--- src/rtl/mem_access_if.sv ---
// Request/acknowledge data bus between the memory-access stage and data memory.
interface mem_access_if;
  logic        bus_req;
  logic        bus_we;
  logic [31:0] bus_addr;
  logic [3:0]  bus_sel;
  logic [31:0] bus_wdata;
  logic [31:0] bus_rdata;
  logic        bus_ack;

  modport master (
    output bus_req, bus_we, bus_addr, bus_sel, bus_wdata,
    input  bus_rdata, bus_ack
  );

  modport slave (
    input  bus_req, bus_we, bus_addr, bus_sel, bus_wdata,
    output bus_rdata, bus_ack
  );
endinterface

--- src/rtl/mem_access.sv ---
// Memory-access pipeline stage: ALU/HI-LO passthrough, load/store over a req/ack bus
// with byte-lane selection, store replication, load extension and alignment traps.
module mem_access (
  input  logic        clk,
  input  logic        rst,
  input  logic [4:0]  mem_wd,
  input  logic        mem_wreg,
  input  logic [31:0] mem_wdata,
  input  logic        mem_whilo,
  input  logic [31:0] mem_hi,
  input  logic [31:0] mem_lo,
  input  logic [3:0]  mem_op,
  input  logic [31:0] mem_addr,
  input  logic [31:0] mem_sdata,
  output logic [4:0]  wb_wd,
  output logic        wb_wreg,
  output logic [31:0] wb_wdata,
  output logic        wb_whilo,
  output logic [31:0] wb_hi,
  output logic [31:0] wb_lo,
  output logic        stall_req,
  output logic        exc_adel,
  output logic        exc_ades,
  mem_access_if.master bus
);
  localparam logic [3:0] OP_LB  = 4'd1;
  localparam logic [3:0] OP_LBU = 4'd2;
  localparam logic [3:0] OP_LH  = 4'd3;
  localparam logic [3:0] OP_LHU = 4'd4;
  localparam logic [3:0] OP_LW  = 4'd5;
  localparam logic [3:0] OP_SB  = 4'd6;
  localparam logic [3:0] OP_SH  = 4'd7;
  localparam logic [3:0] OP_SW  = 4'd8;

  typedef enum logic [1:0] {IDLE, BUSY, DONE} state_t;

  state_t      state_q, state_d;
  logic        bus_req_q, bus_req_d;
  logic        bus_we_q, bus_we_d;
  logic [31:0] bus_addr_q, bus_addr_d;
  logic [3:0]  bus_sel_q, bus_sel_d;
  logic [31:0] bus_wdata_q, bus_wdata_d;
  logic [31:0] rdata_q, rdata_d;

  logic is_load, is_store, is_mem, misaligned;

  function automatic logic [3:0] lane_sel(input logic [3:0] op, input logic [1:0] off);
    case (op)
      OP_LB, OP_LBU, OP_SB: lane_sel = 4'b0001 << off;
      OP_LH, OP_LHU, OP_SH: lane_sel = off[1] ? 4'b1100 : 4'b0011;
      OP_LW, OP_SW:         lane_sel = 4'b1111;
      default:              lane_sel = 4'b0000;
    endcase
  endfunction

  function automatic logic [31:0] store_data(input logic [3:0] op, input logic [31:0] sdata);
    case (op)
      OP_SB:   store_data = {4{sdata[7:0]}};
      OP_SH:   store_data = {2{sdata[15:0]}};
      default: store_data = sdata;
    endcase
  endfunction

  function automatic logic [31:0] load_ext(input logic [3:0] op, input logic [1:0] off,
                                           input logic [31:0] word);
    logic [31:0]        lane;
    logic signed [7:0]  sbyte;
    logic signed [15:0] shalf;
    logic signed [31:0] sx;
    lane  = word >> {off, 3'b000};
    sbyte = lane[7:0];
    shalf = lane[15:0];
    case (op)
      OP_LB:   begin sx = sbyte; load_ext = sx; end
      OP_LBU:  load_ext = {24'd0, lane[7:0]};
      OP_LH:   begin sx = shalf; load_ext = sx; end
      OP_LHU:  load_ext = {16'd0, lane[15:0]};
      default: load_ext = word;
    endcase
  endfunction

  always_comb begin
    is_load    = (mem_op >= OP_LB) && (mem_op <= OP_LW);
    is_store   = (mem_op >= OP_SB) && (mem_op <= OP_SW);
    is_mem     = is_load || is_store;
    misaligned = 1'b0;
    case (mem_op)
      OP_LH, OP_LHU, OP_SH: misaligned = mem_addr[0];
      OP_LW, OP_SW:         misaligned = (mem_addr[1:0] != 2'b00);
      default:              misaligned = 1'b0;
    endcase
  end

  // Writeback and stall outputs: passthrough unless a memory op is in flight.
  always_comb begin
    wb_wd     = mem_wd;
    wb_wreg   = mem_wreg;
    wb_wdata  = mem_wdata;
    wb_whilo  = mem_whilo;
    wb_hi     = mem_hi;
    wb_lo     = mem_lo;
    stall_req = 1'b0;
    exc_adel  = 1'b0;
    exc_ades  = 1'b0;
    case (state_q)
      IDLE: begin
        if (is_mem) begin
          wb_wreg = 1'b0;
          if (misaligned) begin
            exc_adel = is_load;
            exc_ades = is_store;
          end else begin
            stall_req = 1'b1;
          end
        end
      end
      BUSY: begin
        stall_req = 1'b1;
        wb_wreg   = 1'b0;
      end
      DONE: begin
        if (is_load) wb_wdata = load_ext(mem_op, mem_addr[1:0], rdata_q);
      end
      default: ;
    endcase
  end

  always_comb begin
    state_d     = state_q;
    bus_req_d   = bus_req_q;
    bus_we_d    = bus_we_q;
    bus_addr_d  = bus_addr_q;
    bus_sel_d   = bus_sel_q;
    bus_wdata_d = bus_wdata_q;
    rdata_d     = rdata_q;
    case (state_q)
      IDLE: begin
        if (is_mem && !misaligned) begin
          state_d     = BUSY;
          bus_req_d   = 1'b1;
          bus_we_d    = is_store;
          bus_addr_d  = {mem_addr[31:2], 2'b00};
          bus_sel_d   = lane_sel(mem_op, mem_addr[1:0]);
          bus_wdata_d = is_store ? store_data(mem_op, mem_sdata) : 32'd0;
        end
      end
      BUSY: begin
        if (bus.bus_ack) begin
          rdata_d   = bus.bus_rdata;
          bus_req_d = 1'b0;
          state_d   = DONE;
        end
      end
      // DONE always retires, so a held instruction is never issued twice.
      DONE:    state_d = IDLE;
      default: state_d = IDLE;
    endcase
  end

  always_ff @(posedge clk or posedge rst) begin
    if (rst) begin
      state_q     <= IDLE;
      bus_req_q   <= 1'b0;
      bus_we_q    <= 1'b0;
      bus_addr_q  <= 32'd0;
      bus_sel_q   <= 4'd0;
      bus_wdata_q <= 32'd0;
      rdata_q     <= 32'd0;
    end else begin
      state_q     <= state_d;
      bus_req_q   <= bus_req_d;
      bus_we_q    <= bus_we_d;
      bus_addr_q  <= bus_addr_d;
      bus_sel_q   <= bus_sel_d;
      bus_wdata_q <= bus_wdata_d;
      rdata_q     <= rdata_d;
    end
  end

  assign bus.bus_req   = bus_req_q;
  assign bus.bus_we    = bus_we_q;
  assign bus.bus_addr  = bus_addr_q;
  assign bus.bus_sel   = bus_sel_q;
  assign bus.bus_wdata = bus_wdata_q;
endmodule

--- src/flat_wrapper.sv ---
// flat-port wrapper written by rule: the top's interface ports become plain ports
module mem_access_flat 
  (clk, rst, mem_wd, mem_wreg, mem_wdata, mem_whilo, mem_hi, mem_lo, mem_op, mem_addr, mem_sdata, wb_wd, wb_wreg, wb_wdata, wb_whilo, wb_hi, wb_lo, stall_req, exc_adel, exc_ades, bus_bus_req, bus_bus_we, bus_bus_addr, bus_bus_sel, bus_bus_wdata, bus_bus_rdata, bus_bus_ack);
  mem_access_if bus_i ();
  input  logic clk;
  input  logic rst;
  input  logic [4:0] mem_wd;
  input  logic mem_wreg;
  input  logic [31:0] mem_wdata;
  input  logic mem_whilo;
  input  logic [31:0] mem_hi;
  input  logic [31:0] mem_lo;
  input  logic [3:0] mem_op;
  input  logic [31:0] mem_addr;
  input  logic [31:0] mem_sdata;
  output logic [4:0] wb_wd;
  output logic wb_wreg;
  output logic [31:0] wb_wdata;
  output logic wb_whilo;
  output logic [31:0] wb_hi;
  output logic [31:0] wb_lo;
  output logic stall_req;
  output logic exc_adel;
  output logic exc_ades;
  output wire logic [$bits(bus_i.bus_req)-1:0] bus_bus_req;
  output wire logic [$bits(bus_i.bus_we)-1:0] bus_bus_we;
  output wire logic [$bits(bus_i.bus_addr)-1:0] bus_bus_addr;
  output wire logic [$bits(bus_i.bus_sel)-1:0] bus_bus_sel;
  output wire logic [$bits(bus_i.bus_wdata)-1:0] bus_bus_wdata;
  input wire logic [$bits(bus_i.bus_rdata)-1:0] bus_bus_rdata;
  input wire logic [$bits(bus_i.bus_ack)-1:0] bus_bus_ack;
  assign bus_bus_req = bus_i.bus_req;
  assign bus_bus_we = bus_i.bus_we;
  assign bus_bus_addr = bus_i.bus_addr;
  assign bus_bus_sel = bus_i.bus_sel;
  assign bus_bus_wdata = bus_i.bus_wdata;
  assign bus_i.bus_rdata = bus_bus_rdata;
  assign bus_i.bus_ack = bus_bus_ack;
  mem_access u_core (.clk(clk), .rst(rst), .mem_wd(mem_wd), .mem_wreg(mem_wreg), .mem_wdata(mem_wdata), .mem_whilo(mem_whilo), .mem_hi(mem_hi), .mem_lo(mem_lo), .mem_op(mem_op), .mem_addr(mem_addr), .mem_sdata(mem_sdata), .wb_wd(wb_wd), .wb_wreg(wb_wreg), .wb_wdata(wb_wdata), .wb_whilo(wb_whilo), .wb_hi(wb_hi), .wb_lo(wb_lo), .stall_req(stall_req), .exc_adel(exc_adel), .exc_ades(exc_ades), .bus(bus_i));
endmodule
--- config.mk ---
export PLATFORM = sky130hd
export DESIGN_NAME = mem_access_flat
export DESIGN_NICKNAME = d
export VERILOG_FILES = /design/src/rtl/mem_access_if.sv /design/src/rtl/mem_access.sv /design/src/flat_wrapper.sv
export SDC_FILE = /design/constraint.sdc
export NUM_CORES = 1
export LEC_CHECK = 0
export CORE_MARGIN = 5
export CORE_UTILIZATION = 25
export DETAILED_ROUTE_END_ITERATION = 7
export PLACE_DENSITY = 0.67
export SYNTH_ARGS = -nofsm -noshare
export SYNTH_HDL_FRONTEND = slang
export SYNTH_SLANG_ARGS = --single-unit
export TNS_END_PERCENT = 50
--- constraint.sdc ---
create_clock -name clk -period 3.3 [get_ports clk]
set_input_delay 0.66 -clock clk [delete_from_list [all_inputs] [get_ports clk]]
set_output_delay 0.66 -clock clk [all_outputs]
set_load 0.03 [all_outputs]
==> results.py, run 1 <==
metrics = {
    "route": {
        "wl_per_cell_um": 18.4,
        "ant_nets": 0,
        "finalWirelength_um": 21400,
        "drtIter0Drc": 314,
        "vias": 5445,
        "drtPass1Iterations": 5,
        "drc": 0,
        "routed_via_density": 4.69,
    },
    "placed_design": {
        "place_congestion": 0.871,
        "placed_cell_area_um2": 8670,
        "dpl.hpwl_um": 16200,
        "io_buffers": 239,
        "placedCellCount": 1139,
        "post-place-ws_ns": -0.270,
    },
    "timing": {
        "worstMarginPinSlew_ns": 0.730,
        "min_period_ns": 3.21,
        "hold_viol_final": 0,
        "setup_slack_ns": 0.0856,
        "min_period_over_period": 0.974,
        "fin_skew_ns": 0.00770,
        "slew_violations": 0,
        "setup_viol": 0,
        "rsz0062_at_grt": "false",
        "slew_headroom": 0.513,
        "timing.fmax_mhz": 311,
    },
    "worst_setup_path": {
        "critPathCaptureType": "primary output",
        "r2r_cells": 4,
        "worst_ep_required_time_ns": 2.64,
        "path_cells": "clkdlybuf4s50_1 -> buf_4 -> or4b_1 -> a211o_1 -> nor2_2 -> buf_12",
        "worst_path_largest_cell_delay_ns": 0.60,
        "crit_buf_inv": 3,
        "cp_top_family": "buffers and inverters",
        "rrSetupSlack_ns": 1.58,
        "path_max_fanout": 7,
        "start_kind": "primary input",
        "cp_num_cells": 6,
        "rr_startpoint": "u_core.state_q[1]",
        "critPathCapture": "exc_ades",
        "slowest_stage": "clkdlybuf4s50_1",
        "worstPathArrival_ns": 2.55,
        "critPathLaunch": "mem_op[3]",
        "reg2reg_to": "u_core.bus.bus_wdata[2]",
        "worst-setup-path-type": "in2out",
    },
    "synth": {
        "avgSynthCellArea_um2": 9.79,
        "synth-xor-area-share": 0.00402,
        "ys.warnings.count": 0,
        "synth_edf_count": 0,
        "synth_compound_area_frac": 0.150,
        "synthAdderAreaFrac": 0,
        "synth.area.mux_share": 0.135,
        "ys_ff_latch": 102,
        "synthTopCellsByArea": "dfrtp_1, buf_4, mux2_4",
        "ys.flop_type": "dfrtp_1",
        "synth_top_area_cell": "dfrtp_1",
        "synth_top_area_frac": 0.410,
        "synth-simple-area-share": 0.161,
        "netlist-cell-type-count": 52,
        "synth_top_family_by_area": "simple AND/OR/NAND/NOR gates",
        "synthCells": 636,
        "async_flop_share": 1.00,
        "syn-cell-area_um2": 6220,
        "ys_seq_area_frac": 0.410,
    },
    "global_route": {
        "grt_pass1_wl_um": 32400,
        "grt_overflow_total": 0,
        "grt_pass1_vias": 5570,
        "track_usage": 0.145,
        "antenna_found_initial": 0,
        "grt_max_degree": 55,
    },
    "floorplanning": {
        "die-width_um": 168,
        "coreArea_um2": 24400,
        "dieArea_um2": 28200,
        "die_y_um": 168,
        "ios": 382,
        "start_util": 0.255,
        "num_rows": 57,
    },
    "final_layout": {
        "num_antenna_cells": 0,
        "final_area_um2": 9180,
        "layout_common_cells": "clkdlybuf4s50_1, nand2_1, dfrtp_1, buf_4, nor2_1",
        "final_common_cell": "clkdlybuf4s50_1",
        "fin_nets": 1038,
        "area_delta_synth_final_pct": 47.5,
        "drive_above_1_share": 0.221,
        "finalNonFillerCells": 1161,
    },
    "power_and_ir_drop": {
        "power_per_cell_area_nw_per_um2": 716,
        "switching_share": 0.408,
        "power.total_mw": 6.57,
        "sequentialPowerShare": 0.350,
        "vdd_drop_max_mv": 0.381,
        "internal_power_mw": 3.89,
        "pwr-share-comb": 0.485,
        "clockPowerShare": 0.166,
        "p_switching_mw": 2.68,
        "leakagePower_nw": 4.18,
    },
    "hold_path": {
        "hold_path_class": "reg2reg",
    },
    "clocking": {
        "cts_tree": "built",
        "htreeDepth": 3,
        "cts_sinks": 102,
        "numCtsBuffers": 9,
        "postCtsHoldBufs": 0,
        "cts_buffer_depth": 2,
        "clockRootBuffer": "clkbuf_16",
        "insertion_delay_ns": 0.35,
        "clkTransAtPathRegs_ns": 0.08,
    },
    "run": {
        "drv_cap": 0,
    },
    "run_status": {
        "status": "finished clean",
    },
}
-- cells in the mapped netlist, drive strengths merged (2+ instances only) --
library cell / instances
dfrtp: 102
nor3: 8
a221oi: 8
nor2b: 3
a22o: 7
a21oi: 22
clkbuf: 23
and4b: 2
inv: 16
nand2: 111
nand3: 3
nand3b: 6
or3b: 2
a31oi: 2
mux2: 39
a211oi: 8
o31ai: 2
buf: 94
a211o: 17
nand4: 4
o2bb2ai: 40
o21ai: 5
mux2i: 29
a41oi: 2
and3: 18
nor2: 47
-- kinds of logic (layout without fill, tap and decap cells) --
family / Yosys count / in the layout
and+or+nand+nor: 213 / 213
buffers and inverters: 133 / 333
AOI/OAI and AO/OA: 117 / 117
DFF: 102 / 102
muxes: 68 / 68
xor gates and xnor gates: 2 / 2
other: 1 / 2
-- state kept, by name, summed over array words and instances (netlist names) --
| register | cells |
|---|---|
| u_core.bus.bus_addr | 30 |
| u_core.bus.bus_we | 1 |
| u_core.bus.bus_req | 1 |
| u_core.bus.bus_sel | 4 |
| u_core.bus.bus_wdata | 32 |
| u_core.state_q | 2 |
| u_core.rdata_q | 32 |
-- per-stage QoR --
step           setup TNS [ns]   util  hold slack, ns
2_1_floorplan               0      -           0.446
3_3_place_gp            -3.35  0.355           0.466
3_5_place_dp            -3.94  0.355           0.472
4_1_cts               -0.0363  0.373           0.490
5_1_grt                     0  0.376           0.503
6_report                    0  0.376           0.486
-- worst min path at each step --
stage,start,end,slack (ns),cells after the start
after floorplan,u_core.rdata_q[0],u_core.rdata_q[0],0.45,2
after global placement,u_core.bus.bus_req,u_core.bus.bus_req,0.47,2
after detailed placement,u_core.bus.bus_req,u_core.bus.bus_req,0.47,2
after CTS,u_core.bus.bus_req,u_core.bus.bus_req,0.49,2
after global routing,u_core.bus.bus_wdata[25],u_core.bus.bus_wdata[25],0.50,1
final,u_core.bus.bus_req,u_core.bus.bus_req,0.49,2
-- power by group through the flow --
stage	logic [mW]	clock network, mW	registers (mW)
2_1_floorplan	1.38	0	2.82
3_3_place_gp	3.14	0	2.30
3_5_place_dp	3.17	0	2.31
4_1_cts	3.21	1.14	2.30
5_1_grt	3.38	1.19	2.37
6_report	3.19	1.09	2.30
-- worst register-to-register path: cells and delay by family (launching register included) --
kind / cells / cell delay (ns)
and+or+nand+nor: 1 / 0.39
DFF: 1 / 0.46
buffers and inverters: 1 / 0.14
AOI/OAI and AO/OA: 2 / 0.64
-- per-layer routing --
layer  up-vias  part of all wire  global-route usage  wire, um
met5         -                 0                   0         0
met4         0             0.028              0.0596       607
met3        42             0.089              0.0429      1910
met2       255              0.49               0.244     10400
met1      2608              0.40               0.174      8480
li1       2540                 -                   -         -
-- cell type report --
cell class / instances / area [um^2]
fillers: 2461 / 15200
repair buffers: 301 / 2940
clock buffers: 10 / 239
clock inverters: 6 / 62.6
well taps: 324 / 405
multi-input cells: 402 / 2920
inverters: 16 / 63.8
flip-flops and latches: 102 / 2550
-- timing repair --
item / CTS / global route
gates cloned: 0 / 1
gates resized for setup: 30 / 23
endpoints found under the setup margin: 35 / 33
pin swaps: 7 / 5
setup buffers: 3 / 3
No activity file was read; power rests on OpenSTA's default activity.
==> inputs of run 2 (changes only) <==
- CORE_AREA: not set -> 5 5 146 148
- CORE_MARGIN: 5 -> not set
- CORE_UTILIZATION: 25 -> not set
- DIE_AREA: not set -> 0 0 151 153
- PLACE_DENSITY: 0.67 -> 0.8
==> run 2 against run 1 <==
Count of clock-buffer cells in the layout decreased by 1. Design area decreased by 1.1%. Sequential power about the same. Fmax increased by 0.28%. Setup slack improved by 0.0091 ns.
==> results.py, run 2 (same netlist as run 1, synthesis figures left out) <==
metrics = {
    "route": {
        "drc": 0,
        "met2_length_um": 9970,
        "wl_per_cell_um": 18.6,
        "drtIter0Drc": 240,
        "vias": 5421,
        "dr.max_layer_used": "met4",
        "drtPass1Iterations": 4,
        "ant_nets": 0,
        "met1_length_um": 8250,
        "finalWirelength_um": 20600,
        "routed_via_density": 4.89,
        "wl_met3_um": 1870,
    },
    "global_route": {
        "grt_pass1_wl_um": 31300,
        "track_usage": 0.172,
        "grt_max_degree": 103,
        "grt_overflow_total": 0,
        "grt_pass1_vias": 5658,
        "antenna_found_initial": 0,
    },
    "worst_setup_path": {
        "path_max_fanout": 7,
        "slowest_stage": "clkdlybuf4s50_1",
        "worst_ep_required_time_ns": 2.64,
        "worst-setup-path-type": "in2out",
        "start_kind": "primary input",
        "crit_buf_inv": 6,
        "path_common_cell": "buf_4",
        "worstPathArrival_ns": 2.55,
        "rrSetupSlack_ns": 1.49,
        "path_cells": "clkdlybuf4s50_1 -> buf_4 -> or2_1 -> nand4_1 -> buf_4 -> buf_4 -> a221oi_2 -> buf_4 -> nor2_1 -> buf_4",
        "r2r_cells": 6,
        "cp_top_family": "buffers and inverters",
        "reg2reg_to": "u_core.bus.bus_wdata[14]",
        "critPathCaptureType": "primary output",
        "rr_startpoint": "u_core.state_q[0]",
        "worst_path_largest_cell_delay_ns": 0.46,
    },
    "floorplanning": {
        "die-width_um": 151,
        "die_y_um": 153,
        "num_rows": 52,
        "dieArea_um2": 23100,
        "ios": 382,
        "coreArea_um2": 19900,
        "start_util": 0.313,
    },
    "timing": {
        "fin_setup_tns_ns": 0,
        "hold_viol_final": 0,
        "min_period_over_period": 0.971,
        "worstMarginPinSlew_ns": 0.565,
        "slew_headroom": 0.623,
        "timing.fmax_mhz": 312,
        "slew_violations": 0,
        "setup_viol": 0,
        "setup_slack_ns": 0.0946,
        "min_period_ns": 3.21,
        "fin_skew_ns": 0.00753,
    },
    "final_layout": {
        "final_area_um2": 9080,
        "layout_common_cells": "clkdlybuf4s50_1, nand2_1, dfrtp_1, buf_4, nor2_1",
        "num_antenna_cells": 0,
        "drive_above_1_share": 0.217,
        "utilization": 0.456,
        "final_common_cell": "clkdlybuf4s50_1",
        "area_delta_synth_final_pct": 45.9,
        "fin_nets": 1039,
    },
    "hold_path": {
        "hold-path-endpoint": "u_core.bus.bus_we",
        "hold_start": "u_core.bus.bus_we",
        "holdPathStages": 1,
        "hold_path_class": "reg2reg",
    },
    "clocking": {
        "cts_sinks": 102,
        "cts_tree": "built",
        "cts_buffer_depth": 2,
        "insertion_delay_ns": 0.34,
        "htreeDepth": 3,
        "numCtsBuffers": 9,
        "postCtsHoldBufs": 0,
        "clockRootBuffer": "clkbuf_16",
        "clkTransAtPathRegs_ns": 0.07,
    },
    "placed_design": {
        "placed_cell_area_um2": 8660,
        "post-place-ws_ns": -0.417,
        "place_congestion": 0.875,
        "dpl.hpwl_um": 15700,
        "io_buffers": 239,
    },
    "run": {
        "drv_cap": 0,
    },
    "power_and_ir_drop": {
        "power_per_cell_area_nw_per_um2": 716,
        "leakagePower_nw": 4.17,
        "vdd_drop_max_mv": 0.371,
    },
    "run_status": {
        "status": "finished clean",
    },
}
[run 2: final cells by class]
class	instances	area, um^2
Inverter	16	63.8
Sequential cell	102	2550
Clock buffer	9	225
Multi-Input combinational cell	402	2920
Timing Repair Buffer	302	2930
Tap cell	270	338
Clock inverter	7	55.1
Fill cell	1888	10800
[run 2: worst max-delay path by stage]
stage	to	start	depth (start not counted)
after floorplan	wb_wdata[10]	mem_op[1]	6
after global placement	wb_wdata[1]	mem_op[1]	9
after detailed placement	wb_wdata[1]	mem_op[1]	9
after CTS	wb_wdata[2]	mem_addr[0]	9
after global routing	wb_wdata[2]	mem_addr[1]	10
final	wb_wdata[4]	mem_addr[1]	10
[run 2: worst reg2reg max path, stage by stage, from the launching register on]
cell	delay [ns]
dfrtp_1	0.40
buf_4	0.17
nor2_1	0.23
nand4_4	0.17
buf_4	0.28
buf_4	0.27
o2bb2ai_1	0.15
[run 2: through the flow]
stage               hold WS [ns]  instances  power, mW
finish                     0.489       1108       6.51
global route               0.506       1108       6.86
CTS                        0.494       1107       6.56
detailed placement         0.466       1089       5.46
global placement           0.463       1089       5.38
floorplan                  0.446        637       4.20
[run 2: power by group]
group          switching (mW)  internal (mW)
registers               0.471           1.80
logic                    1.68           1.53
clock network           0.512          0.522
total                    2.66           3.85
[run 2: per-layer routing]
| metal | vias to the layer above | track usage |
|---|---|---|
| met3 | 36 | 0.0495 |
| li1 | 2534 | - |
| met2 | 227 | 0.292 |
| met1 | 2624 | 0.207 |
| met4 | 0 | 0.0600 |
| met5 | - | 0 |
[run 2: timing repair]
action                     4_1_cts  5_1_grt
resized for setup               17       14
pin swaps                        1        2
setup endpoints to repair       33       27
cloned                           0        1
setup buffers                    2        0
==> inputs of run 3 (changes only) <==
- CAP_MARGIN: not set -> 20
- HOLD_SLACK_MARGIN: not set -> 0.1
==> results of run 3 <==
The final DEF is identical to that of run 2; final timing and power are the same.
